## config.mk

```make
export PLATFORM = sky130hd
export DESIGN_NAME = mem_fill
export DESIGN_NICKNAME = d
export VERILOG_FILES = /design/src/rtl/mem_fill_pkg.sv /design/src/rtl/fill_datagen.sv /design/src/rtl/mem_fill.sv
export SDC_FILE = /design/constraint.sdc
export NUM_CORES = 1
export LEC_CHECK = 0
export CORE_ASPECT_RATIO = 1.2
export CORE_MARGIN = 1.5
export CORE_UTILIZATION = 45
export DETAILED_ROUTE_END_ITERATION = 12
export PLACE_DENSITY_LB_ADDON = 0.2
export SETUP_SLACK_MARGIN = 0.3
export SLEW_MARGIN = 25
export SYNTH_ARGS = -nofsm -noshare
export SYNTH_HDL_FRONTEND = slang
export SYNTH_SLANG_ARGS = --single-unit
```

## constraint.sdc

```tcl
create_clock -name clk -period 2.3 [get_ports clk]
set_input_delay 0.46 -clock clk [delete_from_list [all_inputs] [get_ports clk]]
set_output_delay 0.46 -clock clk [all_outputs]
set_load 0.005 [all_outputs]
```

## src/rtl/mem_fill_pkg.sv

```systemverilog
// Shared types for the memory fill engine: controller states and fill modes.
package mem_fill_pkg;

  typedef enum logic [1:0] {
    IDLE = 2'd0,
    FILL = 2'd1,
    DONE = 2'd2
  } state_t;

  typedef enum logic [1:0] {
    MODE_IDENTITY   = 2'd0,
    MODE_CONST      = 2'd1,
    MODE_COMPLEMENT = 2'd2,
    MODE_STEP       = 2'd3
  } mode_t;

endpackage

```

## src/rtl/fill_datagen.sv

```systemverilog
// Write-data generator: decodes the latched fill mode and keeps the STEP
// accumulator, so wrdata depends only on registered state.
module fill_datagen
  import mem_fill_pkg::*;
#(
  parameter int ADDR_W = 8,
  parameter int DATA_W = 8
) (
  input  logic              clk,
  input  logic              rst,
  input  logic              load,
  input  logic              advance,
  input  logic [1:0]        mode,
  input  logic [DATA_W-1:0] pattern,
  input  logic [DATA_W-1:0] step,
  input  logic [ADDR_W-1:0] addr,
  output logic [DATA_W-1:0] wrdata
);

  localparam int WIDE_W = (ADDR_W > DATA_W) ? ADDR_W : DATA_W;

  mode_t             mode_e;
  logic [WIDE_W-1:0] addr_wide;
  logic [DATA_W-1:0] id_val;
  logic [DATA_W-1:0] offset;

  assign mode_e    = mode_t'(mode);
  assign addr_wide = WIDE_W'(addr);
  assign id_val    = addr_wide[DATA_W-1:0];

  // Running k*step offset; cleared when a fill is accepted, bumped per non-final write.
  always_ff @(posedge clk) begin
    if (rst) begin
      offset <= '0;
    end else if (load) begin
      offset <= '0;
    end else if (advance) begin
      offset <= offset + step;
    end else begin
      offset <= offset;
    end
  end

  always_comb begin
    wrdata = id_val;
    case (mode_e)
      MODE_IDENTITY:   wrdata = id_val;
      MODE_CONST:      wrdata = pattern;
      MODE_COMPLEMENT: wrdata = ~id_val;
      MODE_STEP:       wrdata = pattern + offset;
      default:         wrdata = id_val;
    endcase
  end

endmodule

```

## src/rtl/mem_fill.sv

```systemverilog
// Memory fill engine: writes one generated word per cycle over an inclusive,
// wrapping address range, with abort and a one-cycle completion pulse.
module mem_fill
  import mem_fill_pkg::*;
#(
  parameter int ADDR_W = 8,
  parameter int DATA_W = 8
) (
  input  logic              clk,
  input  logic              rst,
  input  logic              en,
  output logic              rdy,
  input  logic [1:0]        mode,
  input  logic [ADDR_W-1:0] start_addr,
  input  logic [ADDR_W-1:0] end_addr,
  input  logic [DATA_W-1:0] pattern,
  input  logic [DATA_W-1:0] step,
  input  logic              abort,
  output logic [ADDR_W-1:0] addr,
  output logic [DATA_W-1:0] wrdata,
  output logic              wren,
  output logic              done,
  output logic [ADDR_W:0]   count
);

  state_t            state;
  logic [ADDR_W-1:0] end_l;
  logic [1:0]        mode_l;
  logic [DATA_W-1:0] pattern_l;
  logic [DATA_W-1:0] step_l;
  logic              accept;
  logic              last;
  logic              advance;

  assign rdy     = (state == IDLE);
  assign wren    = (state == FILL);
  assign done    = (state == DONE);
  assign accept  = rdy & en;
  assign last    = (addr == end_l);
  // Address (and STEP offset) stay put on the final or aborted write so they hold afterwards.
  assign advance = wren & ~last & ~abort;

  // Controller: accept, address walk, end compare, word count.
  always_ff @(posedge clk) begin
    if (rst) begin
      state     <= IDLE;
      addr      <= '0;
      count     <= '0;
      end_l     <= '0;
      mode_l    <= MODE_IDENTITY;
      pattern_l <= '0;
      step_l    <= '0;
    end else begin
      case (state)
        IDLE: begin
          if (en) begin
            state     <= FILL;
            addr      <= start_addr;
            end_l     <= end_addr;
            mode_l    <= mode;
            pattern_l <= pattern;
            step_l    <= step;
            count     <= '0;
          end
        end
        FILL: begin
          count <= count + (ADDR_W + 1)'(1);
          if (abort) begin
            state <= IDLE;
          end else if (last) begin
            state <= DONE;
          end else begin
            addr <= addr + ADDR_W'(1);
          end
        end
        DONE: begin
          state <= IDLE;
        end
        default: begin
          state <= IDLE;
        end
      endcase
    end
  end

  fill_datagen #(
    .ADDR_W(ADDR_W),
    .DATA_W(DATA_W)
  ) u_datagen (
    .clk    (clk),
    .rst    (rst),
    .load   (accept),
    .advance(advance),
    .mode   (mode_l),
    .pattern(pattern_l),
    .step   (step_l),
    .addr   (addr),
    .wrdata (wrdata)
  );

endmodule

```

* After elaboration in Yosys (flattened, before gate mapping) *
Index checks and enable logic that the tools add are counted.

word-level totals
  bits in latches = 0
  register bits after elaboration = 53
  output and inout bits = 28
  logic and storage cells = 47
  bits in read-only memories = 0
  RAM bits = 0
  input bits = 38
  memories = 0

cells by class
  $lt $le $gt $ge = 0
  shifts and indexed selects = 0
  divide/modulo/power cells = 0
  reductions and logical operators = 8
  eq/ne operators = 10
  bitwise logic cells = 6
  muxes and demuxes = 11
  $mul = 0
  $add $sub $neg = 4

operators by type and width
  cell                                           number
  one-hot mux 8 bit (4 select lines)             1
  2-to-1 mux 8 bit                               3
  one-hot mux 9 bit (2 select lines)             1
  adder 8 bit                                    2
  one-hot mux 8 bit (2 select lines)             1
  adder 9 x 1 -> 9 bit, second input constant    1
  2-to-1 mux 9 bit                               1
  adder 8 x 1 -> 8 bit, second input constant    1
  == test 8 bit                                  1
  NOT 8 bit                                      1
  == test 2 bit, second input constant           3
  2-to-1 mux 2 bit                               3
  != test 2 bit, second input constant           3
  AND reduction 2 bit                            3
  == test 2 x 1 -> 1 bit, second input constant  2
  zero test 2 bit                                2
  one-hot mux 2 bit (2 select lines)             1
  AND reduction 4 bit                            1
  AND 1 bit                                      3
  != test 3 x 2 -> 1 bit, second input constant  1
  NOT 1 bit                                      2
  nonzero test 2 bit                             1
  OR reduction 2 bit                             1

* Depth between registers and ports, before layout *
  word-level depth = 4
  mapped depth = 9
  depth with buffers taken out = 8

* Modules after synthesis *
A second synthesis with hierarchy kept.

unflattened totals
  cell total of the unflattened synthesis = 406
  area total of the unflattened synthesis = 3,228.1 um^2

modules (own cells, without submodules)
  module        sequential area each (um^2)  area an instance (um^2)  instances  cells each
  mem_fill      900.9                        2,080.7                  1          257
  fill_datagen  160.2                        1,147.4                  1          149

* Worst setup path before layout *
OpenSTA, ideal clock, no wires.

  path type = register to output
  start = register pattern_l[0]
  end = output port wrdata[6]
  buffers on the path = 0
  required time = 1.840 ns
  setup slack = 0.201 ns
  cell stages (with the launch flop) = 9
  arrival = 1.639 ns
  cell sequence = dfxtp_1 > ha_1 > inv_1 > fa_1 > nor2b_1 > o31a_1 > o21ai_0 > nor4b_1 > nor3_1

between the ends
  longest elaborated chain between the ends = 2

RTL lines
  element                             line                source
  from (decl)                         mem_fill.sv:29      logic [DATA_W-1:0] pattern_l;
  from (signal assigned)              mem_fill.sv:61      pattern_l <= pattern;
  adder 8 bit                         fill_datagen.sv:50  MODE_STEP: wrdata = pattern + offset;
  one-hot mux 8 bit (4 select lines)  fill_datagen.sv:46  case (mode_e)
  to (decl)                           mem_fill.sv:20      output logic [DATA_W-1:0] wrdata,

No other way between the ends.

* Final worst setup path *
  start = register u_datagen.offset[0]
  end = output port wrdata[6]

between the ends
  longest elaborated chain between the ends = 2

RTL lines
  element                             line                source
  from (decl)                         fill_datagen.sv:25  logic [DATA_W-1:0] offset;
  from (signal assigned)              fill_datagen.sv:38  offset <= offset + step;
  from (signal assigned)              fill_datagen.sv:40  offset <= offset;
  adder 8 bit                         fill_datagen.sv:50
  one-hot mux 8 bit (4 select lines)  fill_datagen.sv:46

No other way between the ends.

==> flow_summary_export.csv <==
group,metric,value,unit
pwr,ir_worst_vdd,0.000267,V
sta,worst_slew_pin_slew,0.619,ns
synthesis,yosys_warnings,0,
synthesis,synth_cell_types,61,
worst_setup_path,critPathRequiredTime,1.84,ns
placement,portBuffers,65,
clock_network,clk_latency,0.31,ns
sta,slew_violations,0,
sta,finalCritPeriodShare,106,%
clock_network,cts_buffers,5,
worst_setup_path,worstReg2RegStart,"u_datagen.offset[0]$_SDFFE_PP0P_",
worst_setup_path,crit_family,"adder cells",
cells_and_area,finalInstanceArea,4610,um2
synthesis,syn_area_per_cell,7.90,um2
sta,rsz0062_at_grt,"true",
global_route,grt_usage,22.7,%
worst_setup_path,crit_type,"reg2out",
synthesis,synthCells,419,
sta,fin_crit,2.45,ns
die,dieArea,7880,um2
global_route,antenna_found_initial,0,
synthesis,async_flop_share,0,%
sta,final_hold_viol_count,0,
worst_setup_path,crit_chain,"ha_4, inv_2, fa_2, nor2b_2, o31a_1, o21ai_2, nor4b_4, nor3_1, buf_2",
worst_setup_path,startpoint,"u_datagen.offset[0]$_SDFFE_PP0P_",
pwr,cellLeakagePower,0.00182,uW
placement,gp_congestion,0.894,
sta,worst_hold_slack,0.472,ns
synthesis,synth_nets,475,
cells_and_area,syn_to_final_growth,39.3,%
detailed_routing,drc,0,
worst_setup_path,cp_num_cells,9,
placement,place_ws,-0.325,ns
sta,relSlewSlack,58.7,%
pwr,cellPowerDensity,489,nW/um2
worst_setup_path,cp-endpoint,"wrdata[6]",
worst_hold_path,hp-class,"reg2reg",
global_route,grt_max_degree,26,
sta,clock.fmax,409,MHz
die,rows,34,
clock_network,ctsHoldBuffers,0,
clock_network,root_buffer,"clkbuf_8",
synthesis,synth_ff_type,"dfxtp_1",
worst_setup_path,critPathBufInv,2,
synthesis,synth_edf_count,0,
cells_and_area,diodes,0,
clock_network,path_clk_slew,0.09,ns
worst_setup_path,cp.arrival,1.99,ns
synthesis,syn_area,3310,um2
sta,setup_violations,5,
global_route,overflow,0,
detailed_routing,via_per_inst,5.51,
outcome,violations,"negative setup slack",
sta,skew,0.0125,ns
die,start_util,46.0,%
worst_setup_path,worstReg2RegEnd,"u_datagen.offset[6]$_SDFFE_PP0P_",
clock_network,cts_tree,"built",
clock_network,h-tree-depth,2,
detailed_routing,postRouteAntennaNets,0,
clock_network,cts_sinks,53,
detailed_routing,dr_total_vias,3308,
cells_and_area,layout-drive-gt1-share,24.5,%
synthesis,seq_area_frac_synth,32.1,%
sta,setup_ws,-0.146,ns
detailed_routing,drt_first_pass_iters,4,
worst_setup_path,r2r_setup_slack,0.27,ns
die,die_h,96.9,um
pwr,total_power,2250,uW
cells_and_area,nets,565,
outcome,status,"finished with violations",
die,die_w,81.3,um
worst_hold_path,hold-path-cell-count,2,
sta,fin_tns_setup,-0.578,ns
worst_setup_path,cp_slowest_cell,"dfxtp_2",
global_route,grt_pass1_vias,3181,
clock_network,clk_path_buf_depth,2,
placement,hpwl,6290,um
cells_and_area,register_area,1080,um2
worst_setup_path,cp-start-kind,"flop",
detailed_routing,post_drt_wl_per_cell,14.9,um
global_route,grt_pass1_wl,14200,um
cells_and_area,fill_cells,649,
cells_and_area,multi_input_area,2280,um2
worst_setup_path,r2r.worst_path.cells,10,
run,maxCapViolations,0,
synthesis,synth_seq_cells,53,
detailed_routing,wl,8910,um
worst_setup_path,path_max_fanout,2,
worst_setup_path,cp-end-kind,"primary output",
die,ioPinCount,66,
detailed_routing,drtIter0Drc,123,
die,fp.coreArea,7190,um2
worst_setup_path,critical-path-max-stage-delay,0.36,ns
placement,placed_cell_area,4250,um2
==> registers in the layout, summed over array words and instances (netlist names) <==
| register | cells |
|---|---|
| count | 9 |
| step_l | 8 |
| state | 2 |
| u_datagen.offset | 8 |
| addr | 8 |
| end_l | 8 |
| mode_l | 2 |
| pattern_l | 8 |
==> layer usage <==
metal	routed length (um)	track usage [%]	part of all wire, %
met5	0	0	0
met4	266	8.22	3.0
met1	3890	28.6	44
met3	360	3.77	4.0
met2	4390	38.0	49
==> how the worst min path moves through the flow <==
stage	startpoint	end	slack (ns)
6_report	end_l[6]$_SDFFE_PP0P_	end_l[6]$_SDFFE_PP0P_	0.47
5_1_grt	step_l[3]$_SDFFE_PP0P_	step_l[3]$_SDFFE_PP0P_	0.49
4_1_cts	step_l[3]$_SDFFE_PP0P_	step_l[3]$_SDFFE_PP0P_	0.47
3_5_place_dp	step_l[3]$_SDFFE_PP0P_	step_l[3]$_SDFFE_PP0P_	0.46
3_3_place_gp	step_l[3]$_SDFFE_PP0P_	step_l[3]$_SDFFE_PP0P_	0.45
2_1_floorplan	step_l[0]$_SDFFE_PP0P_	step_l[0]$_SDFFE_PP0P_	0.44
==> repair_timing <==
item	4_1_cts	5_1_grt
buffers inserted	1	5
endpoints found under the setup margin	9	13
hold endpoints to repair	0	0
resized for setup	57	32
pin swaps	18	21
==> stage by stage <==
stage / cells / utilization, %
floorplan: 419 / -
global placement: 586 / 59.1
finish: 600 / 64.1
global route: 600 / 64.1
CTS: 595 / 61.7
detailed placement: 586 / 59.1
==> synthesized netlist by cell type (3+ instances only) <==
master,count,share of area (%)
clkbuf_1,14,1.6
dfxtp_1,53,32
nand2b_1,6,1.1
o21a_1,3,0.68
nand4_1,4,0.76
buf_1,4,0.45
nand3b_1,4,0.91
nand2_1,76,8.6
a21oi_1,53,8.0
o21ai_0,17,2.6
inv_1,9,1.0
nor2b_1,9,1.7
mux2i_1,9,2.7
a211oi_1,7,1.6
or2_2,3,0.57
nor2_1,30,3.4
xnor2_1,3,0.79
a21o_1,4,0.91
buf_2,3,0.45
o211ai_1,3,0.68
nor3_1,9,1.4
nand3_1,11,1.7
ha_1,16,6.0
xor2_1,8,2.1
and3_1,4,0.76
mux2_2,3,1.0
buf_6,5,1.7
==> worst reg2reg max path, cell delays in order (launching register included) <==
cell and delay, ns:
dfxtp_2 0.35, buf_4 0.13, buf_6 0.11, ha_4 0.16, inv_2 0.06, fa_2 0.22, nor2b_2 0.06, o31a_1 0.32
and3b_1 0.20, o31ai_2 0.23, a21oi_1 0.08
==> power by group <==
part,switching [uW],internal [uW]
clock,319,327
sequential,53.5,963
combinational,286,304
total,658,1590
==> layout make-up <==
type / instances / share of cell area, %
timing repair buffer: 112 / 21.4
tap: 90 / 2.44
inverter: 10 / 0.868
multi-input combinational: 327 / 49.5
clock buffer: 6 / 1.57
sequential: 53 / 23.4
clock inverter: 2 / 0.841
==> logic make-up (layout without fill, tap and decap cells) <==
| logic type | Yosys count | count (layout) | share of synthesized area (%) |
|---|---|---|---|
| AOI/OAI and AO/OA | 112 | 112 | 21.4 |
| xor gates and xnor gates | 13 | 13 | 3.89 |
| adders and majority gates | 18 | 18 | 7.26 |
| buffers and inverters | 39 | 130 | 5.94 |
| DFF | 53 | 53 | 32.1 |
| muxes | 14 | 14 | 4.54 |
| and+or+nand+nor | 170 | 170 | 24.9 |
==> placed cells by master (no fill, tap or decap), types with 6 or more instances in the layout <==
master | synthesis | layout
a211oi_2 | 2 | 6
a21oi_1 | 53 | 48
a21oi_2 | 2 | 7
buf_2 | 3 | 7
buf_4 | 1 | 42
clkdlybuf4s50_1 | 0 | 57
dfxtp_1 | 53 | 46
ha_1 | 16 | 10
ha_4 | 0 | 6
inv_1 | 9 | 7
mux2i_1 | 9 | 9
nand2_1 | 76 | 76
nand2b_1 | 6 | 6
nand3_1 | 11 | 10
nor2_1 | 30 | 30
nor2b_1 | 9 | 7
nor3_1 | 9 | 6
o21ai_0 | 17 | 8
xor2_1 | 8 | 7
Power figures use the tool's default switching activity.
